<file path="src/rtl/rx_mac_if.sv">
// rx_mac_if: RGMII receive byte stream into the MAC and the AXI-Stream frame bytes out of it.
interface rx_mac_if #(parameter int DATA_WIDTH = 8);
  logic [DATA_WIDTH-1:0] rgmii_mac_rx_data;
  logic                  rgmii_mac_rx_dv;
  logic                  rgmii_mac_rx_er;
  logic [DATA_WIDTH-1:0] m_rx_axis_tdata;
  logic                  m_rx_axis_tvalid;
  logic                  m_rx_axis_tlast;
  logic                  m_rx_axis_tuser;
  logic                  s_rx_axis_trdy;
  modport master (
    input  rgmii_mac_rx_data, rgmii_mac_rx_dv, rgmii_mac_rx_er, s_rx_axis_trdy,
    output m_rx_axis_tdata, m_rx_axis_tvalid, m_rx_axis_tlast, m_rx_axis_tuser
  );
  modport slave (
    output rgmii_mac_rx_data, rgmii_mac_rx_dv, rgmii_mac_rx_er, s_rx_axis_trdy,
    input  m_rx_axis_tdata, m_rx_axis_tvalid, m_rx_axis_tlast, m_rx_axis_tuser
  );
endinterface

</file>
<file path="src/rtl/rx_mac_core.sv">
// rx_mac_core: Ethernet RX MAC that strips preamble/SFD/FCS and flags CRC, PHY-error, runt and overflow frames.
module rx_mac_core #(parameter int DATA_WIDTH = 8) (
  input logic      clk,
  input logic      reset_n,
  rx_mac_if.master bus
);
  localparam logic [1:0] S_IDLE = 2'd0, S_PRE = 2'd1, S_PAY = 2'd2, S_DROP = 2'd3;
  localparam logic [31:0] CRC_RESIDUE = 32'hDEBB20E3;
  logic [1:0]                 r_state;
  logic [31:0]                r_crc;
  logic [15:0]                r_cnt;
  logic [4:0][DATA_WIDTH-1:0] r_buf;
  logic                       r_err, r_ovf;
  logic [DATA_WIDTH-1:0]      r_tdata;
  logic                       r_tvalid, r_tlast, r_tuser;
  logic [DATA_WIDTH-1:0]      w_data;
  logic                       w_dv, w_er, w_full, w_ovf_now, w_bad;
  function automatic logic [31:0] crc_byte(input logic [31:0] c, input logic [7:0] d);
    logic [31:0] x;
    x = c ^ {24'd0, d};
    for (int i = 0; i < 8; i++) x = x[0] ? (x >> 1) ^ 32'hEDB88320 : x >> 1;
    return x;
  endfunction
  assign w_data    = bus.rgmii_mac_rx_data;
  assign w_dv      = bus.rgmii_mac_rx_dv;
  assign w_er      = bus.rgmii_mac_rx_er;
  assign w_full    = r_cnt >= 16'd5;
  // the beat on the bus right now may itself be refused while the frame is closing
  assign w_ovf_now = r_ovf | (r_tvalid & ~bus.s_rx_axis_trdy);
  assign w_bad     = (r_crc != CRC_RESIDUE) | r_err | (r_cnt < 16'd64) | w_ovf_now;
  assign bus.m_rx_axis_tdata  = r_tdata;
  assign bus.m_rx_axis_tvalid = r_tvalid;
  assign bus.m_rx_axis_tlast  = r_tlast;
  assign bus.m_rx_axis_tuser  = r_tuser;
  always_ff @(posedge clk or posedge reset_n) begin
    if (reset_n) begin
      r_state  <= S_IDLE;
      r_crc    <= 32'hFFFFFFFF;
      r_cnt    <= 16'd0;
      r_buf    <= '0;
      r_err    <= 1'b0;
      r_ovf    <= 1'b0;
      r_tdata  <= '0;
      r_tvalid <= 1'b0;
      r_tlast  <= 1'b0;
      r_tuser  <= 1'b0;
    end else begin
      r_tvalid <= 1'b0;
      r_tlast  <= 1'b0;
      r_tuser  <= 1'b0;
      if (r_tvalid && !bus.s_rx_axis_trdy) r_ovf <= 1'b1;
      case (r_state)
        S_IDLE: if (w_dv) r_state <= (w_data == 8'h55) ? S_PRE : S_DROP;
        S_PRE: begin
          if (!w_dv) r_state <= S_IDLE;
          else if (w_data == 8'hD5) begin
            r_state <= S_PAY;
            r_crc   <= 32'hFFFFFFFF;
            r_cnt   <= 16'd0;
            r_err   <= 1'b0;
            r_ovf   <= 1'b0;
          end else if (w_data != 8'h55) r_state <= S_DROP;
        end
        S_PAY: begin
          if (w_dv) begin
            r_crc <= crc_byte(r_crc, w_data);
            r_buf <= {r_buf[3:0], w_data};
            r_cnt <= (r_cnt == 16'hFFFF) ? r_cnt : r_cnt + 16'd1;
            if (w_er) r_err <= 1'b1;
            if (w_full) begin
              r_tdata  <= r_buf[4];
              r_tvalid <= 1'b1;
            end
          end else begin
            // the four youngest buffered bytes are the FCS and are dropped here
            r_state <= S_IDLE;
            if (w_full) begin
              r_tdata  <= r_buf[4];
              r_tvalid <= 1'b1;
              r_tlast  <= 1'b1;
              r_tuser  <= w_bad;
            end
          end
        end
        default: if (!w_dv) r_state <= S_IDLE;
      endcase
    end
  end
endmodule

</file>
<file path="src/flat_wrapper.sv">
// flat-port wrapper written by rule: the top's interface ports become plain ports
module rx_mac_core_flat 
#(parameter int DATA_WIDTH = 8)
  (clk, reset_n, bus_rgmii_mac_rx_data, bus_rgmii_mac_rx_dv, bus_rgmii_mac_rx_er, bus_s_rx_axis_trdy, bus_m_rx_axis_tdata, bus_m_rx_axis_tvalid, bus_m_rx_axis_tlast, bus_m_rx_axis_tuser);
  rx_mac_if #(.DATA_WIDTH(DATA_WIDTH)) bus_i ();
  input logic clk;
  input logic reset_n;
  input wire logic [$bits(bus_i.rgmii_mac_rx_data)-1:0] bus_rgmii_mac_rx_data;
  input wire logic [$bits(bus_i.rgmii_mac_rx_dv)-1:0] bus_rgmii_mac_rx_dv;
  input wire logic [$bits(bus_i.rgmii_mac_rx_er)-1:0] bus_rgmii_mac_rx_er;
  input wire logic [$bits(bus_i.s_rx_axis_trdy)-1:0] bus_s_rx_axis_trdy;
  output wire logic [$bits(bus_i.m_rx_axis_tdata)-1:0] bus_m_rx_axis_tdata;
  output wire logic [$bits(bus_i.m_rx_axis_tvalid)-1:0] bus_m_rx_axis_tvalid;
  output wire logic [$bits(bus_i.m_rx_axis_tlast)-1:0] bus_m_rx_axis_tlast;
  output wire logic [$bits(bus_i.m_rx_axis_tuser)-1:0] bus_m_rx_axis_tuser;
  assign bus_i.rgmii_mac_rx_data = bus_rgmii_mac_rx_data;
  assign bus_i.rgmii_mac_rx_dv = bus_rgmii_mac_rx_dv;
  assign bus_i.rgmii_mac_rx_er = bus_rgmii_mac_rx_er;
  assign bus_i.s_rx_axis_trdy = bus_s_rx_axis_trdy;
  assign bus_m_rx_axis_tdata = bus_i.m_rx_axis_tdata;
  assign bus_m_rx_axis_tvalid = bus_i.m_rx_axis_tvalid;
  assign bus_m_rx_axis_tlast = bus_i.m_rx_axis_tlast;
  assign bus_m_rx_axis_tuser = bus_i.m_rx_axis_tuser;
  rx_mac_core #(.DATA_WIDTH(DATA_WIDTH)) u_core (.clk(clk), .reset_n(reset_n), .bus(bus_i));
endmodule
</file>
<file path="config.mk">
export PLATFORM = sky130hd
export DESIGN_NAME = rx_mac_core_flat
export DESIGN_NICKNAME = d
export VERILOG_FILES = /design/src/rtl/rx_mac_if.sv /design/src/rtl/rx_mac_core.sv /design/src/flat_wrapper.sv
export SDC_FILE = /design/constraint.sdc
export NUM_CORES = 1
export LEC_CHECK = 0
export CAP_MARGIN = 20
export CORE_ASPECT_RATIO = 1.5
export CORE_UTILIZATION = 54
export DETAILED_ROUTE_END_ITERATION = 6
export GPL_TIMING_DRIVEN = 0
export PLACE_DENSITY_LB_ADDON = 0.12
export SETUP_SLACK_MARGIN = 0.3
export SLEW_MARGIN = 20
export SYNTH_ARGS = -nofsm -noshare
export SYNTH_HDL_FRONTEND = slang
export SYNTH_SLANG_ARGS = --single-unit
</file>
<file path="constraint.sdc">
create_clock -name clk -period 3.15 [get_ports clk]
set_input_delay 0.63 -clock clk [delete_from_list [all_inputs] [get_ports clk]]
set_output_delay 0.63 -clock clk [all_outputs]
set_load 0.005 [all_outputs]
</file>
======== Word level (Yosys, flattened, before mapping) ========
Cells that the tools add are included.
W data, S select, Z words.
word-level totals
  bits in registers ....................... 103
  latch bits .............................. 0
  RAM bits ................................ 0
  ROM bits ................................ 0
  input bits .............................. 13
  output and inout bits ................... 11
  word-level logic and storage cells ...... 97
  memories ................................ 0
cells by class
  add/subtract/negate cells ............... 1
  multiply operators ...................... 0
  div/mod/pow operators ................... 0
  magnitude comparators ................... 2
  eq/ne operators ......................... 15
  shift operators ......................... 0
  mux-type cells .......................... 40
  bitwise gates (word level) .............. 15
  reductions and logical operators ........ 10
operators by type and width
  operator                 count
  $mux W32                 11
  $not A13 Y14             8
  $mux W16                 4
  $pmux W32 S2             1
  $ne A32 B32 Y1 const B   1
  $pmux W16 S2             1
  $xor A32 B8 Y32          1
  $add A16 B1 Y16 const B  1
  $eq A16 B16 Y1 const B   1
  $ge A16 B3 Y1 const B    1
  $lt A16 B7 Y1 const B    1
  $mux W1                  15
  $mux W2                  6
  $ne A2 B2 Y1 const B     5
  $reduce_and A5 Y1        2
  $eq A8 B7 Y1 const B     1
  $eq A8 B8 Y1 const B     1
  $ne A8 B7 Y1 const B     1
  $ne A4 B2 Y1 const B     1
  $or A1 B1 Y1             4
  $pmux W2 S2              1
  $reduce_and A2 Y1        2
  $reduce_and A4 Y1        1
  $ne A3 B1 Y1 const B     1
  11 further kinds         11

======== Logic depth before layout (Yosys ltp) ========
  word-level depth ........................ 19
  depth in mapped cells ................... 8
  depth with buffers taken out ............ 7

======== Least setup slack after synthesis ========
Ideal clock, no wire load.
  path type ............................... in2reg
  start ................................... input bus_rgmii_mac_rx_data[3]
  end ..................................... register u_core.r_cnt[3]
  library setup time ...................... 0.078 ns
  arrival ................................. 2.033 ns
  data required time ...................... 3.072 ns
  slack ................................... 1.039 ns
  stages .................................. 6
  buffers on the path ..................... 1
  path through ............................ nand4bb_1 nor3_2 o21ai_2 buf_2 or4_1 a21oi_1
on the way
  word-level cells in the longest chain between the ends .. 3
ends and longest elaborated chain
  what                                line               RTL
  start, declared                     flat_wrapper.sv:8  input wire logic [$bits(bus_i.rgmii_mac_rx_data)-1:0] bus_rgmii_mac_rx_data;
  $eq A8 B8 Y1                        rx_mac_core.sv:56  else if (w_data == 8'hD5) begin
  $ne A2 B1 Y1 (no source line)       -
  $reduce_and A5 Y1 (no source line)  -
  end signal, assigned                rx_mac_core.sv:68  r_cnt <= (r_cnt == 16'hFFFF) ? r_cnt : r_cnt + 16'd1;
  end, declared                       rx_mac_core.sv:11  logic [15:0] r_cnt;
Every way passes these cells.
A chain may end at the register's enable or synchronous reset.

======== Final worst setup path ========
  start ................................... input bus_rgmii_mac_rx_data[3]
  end ..................................... register u_core.r_cnt[8]
Same word-level chain as after synthesis.

==> summary.md <==
| Metric | Value |
|---|---|
| Run status | `finished, final reports clean` |
| Avg WL per Cell | `16.8 um` |
| Post-detailed-route DRC marker count | `0` |
| Register bit total from synthesis | `103` |
| Syn nets | `between 500 and 600` |
| Number of setup violations in the final report | `0` |
| Number of buffers inserted for hold repair after clock tree synthesis | `0` |
| Final Hold Violating Endpoints | `0` |
| Launch instance of the worst min-delay path | `u_core.r_buf[22]$_DFFE_PP0P_` |
| Area leader, netlist | `dfrtp_1` |
| Fin crit period | `roughly 2.6 ns` |
| Largest net degree at the start of global routing | `32` |
| Final TNS setup | `0 ns` |
| Sum of overflow across all layers after global routing | `0` |
| Number of input and output port buffers inserted | `23` |
| Max-slew violation total from the final report | `0` |
| R2R setup slack | `between 0.7 and 0.8 ns` |
| Reg2reg path depth | `7` |
| Main area contributors after synthesis | `dfrtp_1, dfstp_2, nand2_1` |
| Critical Path Start Type | `input port` |
| GRT Total Usage | `0.252` |
| Final ANT Viol Nets | `0` |
| Arrival time at the worst endpoint | `~2.8 ns` |
| Category of the worst setup path capture point | `register` |
| Die Width | `slightly above 80 um` |
| Hold depth | `2` |
| Max capacitance violation total | `0` |
| Height of the chip | `121 um` |
| Unrepaired setup endpoints after global routing | `false` |
| First-pass DRT Iterations | `4` |
| Most frequent standard cell in the layout excluding fill and tap cells | `nand2_1` |
| Resized cells post-CTS | `0` |
| Via count | `roughly 3700` |
| Share of the synthesized area in the top cell type | `0.346` |
| Buffers from clock root to sink, at most | `2` |
| Initial antenna violation count | `0` |
| Number of placement rows | `43` |
| Pleak | `approximately 0.0026 uW` |
| Peak supply drop | `roughly 800 uV` |
| Iteration-0 DRC count of the detailed router | `~210` |
| Largest fanout of any net on the critical path | `10` |
| HP Class | `register to register` |
| Power per standard cell area | `around 1100 nW/um^2` |
| Fin crit share | `0.827` |
| Maximum operating frequency | `384 MHz` |
| Total wire length after detailed routing | `roughly 11000 um` |
| P&R area growth vs syn | `14.7%` |
| DP Cell Count | `~640` |
| Worst Hold Path EP | `u_core.r_buf[30]$_DFFE_PP0P_` |
| Reg2Reg Capture Point | `u_core.r_cnt[14]$_DFFE_PP0P_` |
| Startpoint of the lowest-slack register-to-register path | `u_core.r_state[0]$_DFFE_PP0P_` |
| Routed vias/inst | `5.57` |
| Number of top-level pins | `24` |
| Initial core utilization | `0.554` |
| Commonest cells after routing, fill and taps aside | `nand2_1, dfrtp_1, xnor2_1` |
| Share of post-route cells with drive strength above 1 | `0.146` |
| Critical Path, Cell by Cell | `clkdlybuf4s50_1, nand4bb_1, nor3_4, o21ai_2, buf_2, clkbuf_1, o31ai_1, a21oi_1` |
| Master cell of the clock root buffer | `clkbuf_16` |
| Number of warning messages in the yosys log | `0` |
| Average size of a mapped cell | `between 10 and 15 um^2` |
| Post-Route Skew | `roughly 0.011 ns` |
| Core Footprint | `roughly 9300 um^2` |
| Count of distinct cell types in the synthesized netlist | `48` |
| Die footprint | `9900 um^2` |
| Placer congestion estimate | `slightly above 0.9` |
| Worst-Margin Slew | `approximately 0.87 ns` |
| CTS sink count | `between 100 and 150` |
| CP Class | `input port to register` |
| Worst skew pair latency | `between 0.3 and 0.4 ns` |
| Proportion of synthesized chip area in sequential cells | `0.510` |
| TritonCTS clock tree | `built` |
| Req. time, crit path | `about 3.4 ns` |
| CTS H-Tree Depth | `3` |
| Ant diodes | `0` |
| Dpl hpwl | `roughly 8000 um` |
| Summed instance area of the synthesized netlist | `a little over 5000 um^2` |
| Tightest slew margin relative to the limit | `0.419` |
| Largest stage delay, worst path | `0.49 ns` |
| Standard cell with the maximum stage delay on the critical path | `clkdlybuf4s50_1` |
| Setup Buffers After CTS | `0` |
| Total CTS buffers | `9` |
| Final Non-Filler Cells | `660` |
| Final net count | `about 560` |
| Vias in the first global route | `between 3000 and 4000` |
| First-pass GRT wire length | `approximately 19000 um` |
| Gate count after technology mapping | `roughly 510` |
| Post-CTS clock slew at the launch and capture registers of the worst setup and hold paths | `around 0.07 ns` |
==> synth_stat cells, drive strengths merged <==
| library cell | count |
|---|---|
| o22a | 4 |
| a31oi | 1 |
| nand3b | 1 |
| nand3 | 7 |
| clkbuf | 18 |
| buf | 6 |
| a21oi | 39 |
| o211ai | 1 |
| nand2 | 132 |
| xor2 | 15 |
| nor2b | 1 |
| nor3 | 11 |
| o21a | 1 |
| and2 | 4 |
| o21ai | 10 |
| o31ai | 7 |
| nand2b | 5 |
| or3 | 3 |
| and4b | 1 |
| or4bb | 2 |
| and3 | 1 |
| and4 | 4 |
| nor2 | 26 |
| xnor3 | 3 |
| o41ai | 2 |
| dfstp | 32 |
| a21boi | 2 |
| nand4bb | 2 |
| nand4b | 3 |
| dfrtp | 71 |
| xor3 | 1 |
| inv | 5 |
| a2111oi | 1 |
| nor4bb | 1 |
| nor4 | 6 |
| mux2i | 3 |
| ha | 3 |
| nand4 | 5 |
| or4 | 7 |
| mux2 | 8 |
| xnor2 | 50 |
| nor4b | 1 |
==> cells by family (layout without fill, tap and decap cells) <==
group,Yosys count,count (layout),synth area share
adders and majority gates,3,3,0.00732
buffers and inverters,29,71,0.0219
AOI/OAI and AO/OA,68,68,0.0778
xor gates and xnor gates,69,69,0.157
DFF,103,103,0.510
and+or+nand+nor,223,223,0.203
muxes,11,11,0.0234
==> report_power, final <==
group | internal, uW | switching (uW) | total [uW]
Clock | 571 | 523 | 1090
Sequential | 1860 | 354 | 2220
Combinational | 1620 | 1420 | 3040
==> worst max-delay path: cells and delay by family <==
family	cells	cell delay (ns)
buffers and inverters	3	0.95
AOI/OAI and AO/OA	3	0.53
and+or+nand+nor	2	0.71
==> how the worst max path moves through the flow <==
| stage | start | to | slack [ns] | cells past startpoint |
|---|---|---|---|---|
| 2_1_floorplan | bus_rgmii_mac_rx_data[3] | u_core.r_cnt[3]$_DFFE_PP0P_ | 1.04 | 6 |
| 3_3_place_gp | bus_rgmii_mac_rx_data[0] | u_core.r_cnt[4]$_DFFE_PP0P_ | 0.19 | 8 |
| 3_5_place_dp | bus_rgmii_mac_rx_data[0] | u_core.r_cnt[8]$_DFFE_PP0P_ | 0.11 | 8 |
| 4_1_cts | bus_rgmii_mac_rx_data[0] | u_core.r_cnt[8]$_DFFE_PP0P_ | 0.49 | 8 |
| 5_1_grt | bus_rgmii_mac_rx_data[3] | u_core.r_cnt[8]$_DFFE_PP0P_ | 0.36 | 8 |
| 6_report | bus_rgmii_mac_rx_data[3] | u_core.r_cnt[8]$_DFFE_PP0P_ | 0.55 | 8 |
==> layer usage <==
layer  share of wire  vias up  global-route usage
li1                -     1784                   -
met5               0        -                   0
met2            0.52       81               0.411
met4           0.023        0               0.118
met1            0.43     1792               0.324
met3           0.034       21              0.0391
==> flip-flops by register name (all words and copies together), names as in the netlist <==
register and flops:
u_core.r_buf 40, u_core.r_crc 32, u_core.r_cnt 16, u_core.bus.m_rx_axis_tdata 8
u_core.r_state 2, u_core.bus.m_rx_axis_tlast 1, u_core.bus.m_rx_axis_tuser 1, u_core.bus.m_rx_axis_tvalid 1
u_core.r_err 1, u_core.r_ovf 1
==> layout make-up <==
| cell class | instances | area [um^2] |
|---|---|---|
| Timing Repair Buffer | 26 | 298 |
| Sequential cell | 103 | 2620 |
| Multi-Input combinational cell | 374 | 2420 |
| Fill cell | 779 | 3370 |
| Clock inverter | 6 | 51.3 |
| Tap cell | 112 | 140 |
| Inverter | 5 | 22.5 |
| Clock buffer | 10 | 239 |
| Buffer | 24 | 93.8 |
==> stage by stage <==
stage               hold WS [ns]  setup slack, ns  utilization  power [uW]  instance area, um^2
floorplan                  0.439             1.04            -        4670                 5130
global placement           0.446            0.190        0.595        5210                 5510
detailed placement         0.447            0.111        0.602        5270                 5570
CTS                        0.466            0.486        0.634        6390                 5860
global route               0.487            0.355        0.636        6750                 5890
finish                     0.469            0.545        0.636        6350                 5890
No activity file was read; power rests on OpenSTA's default activity.
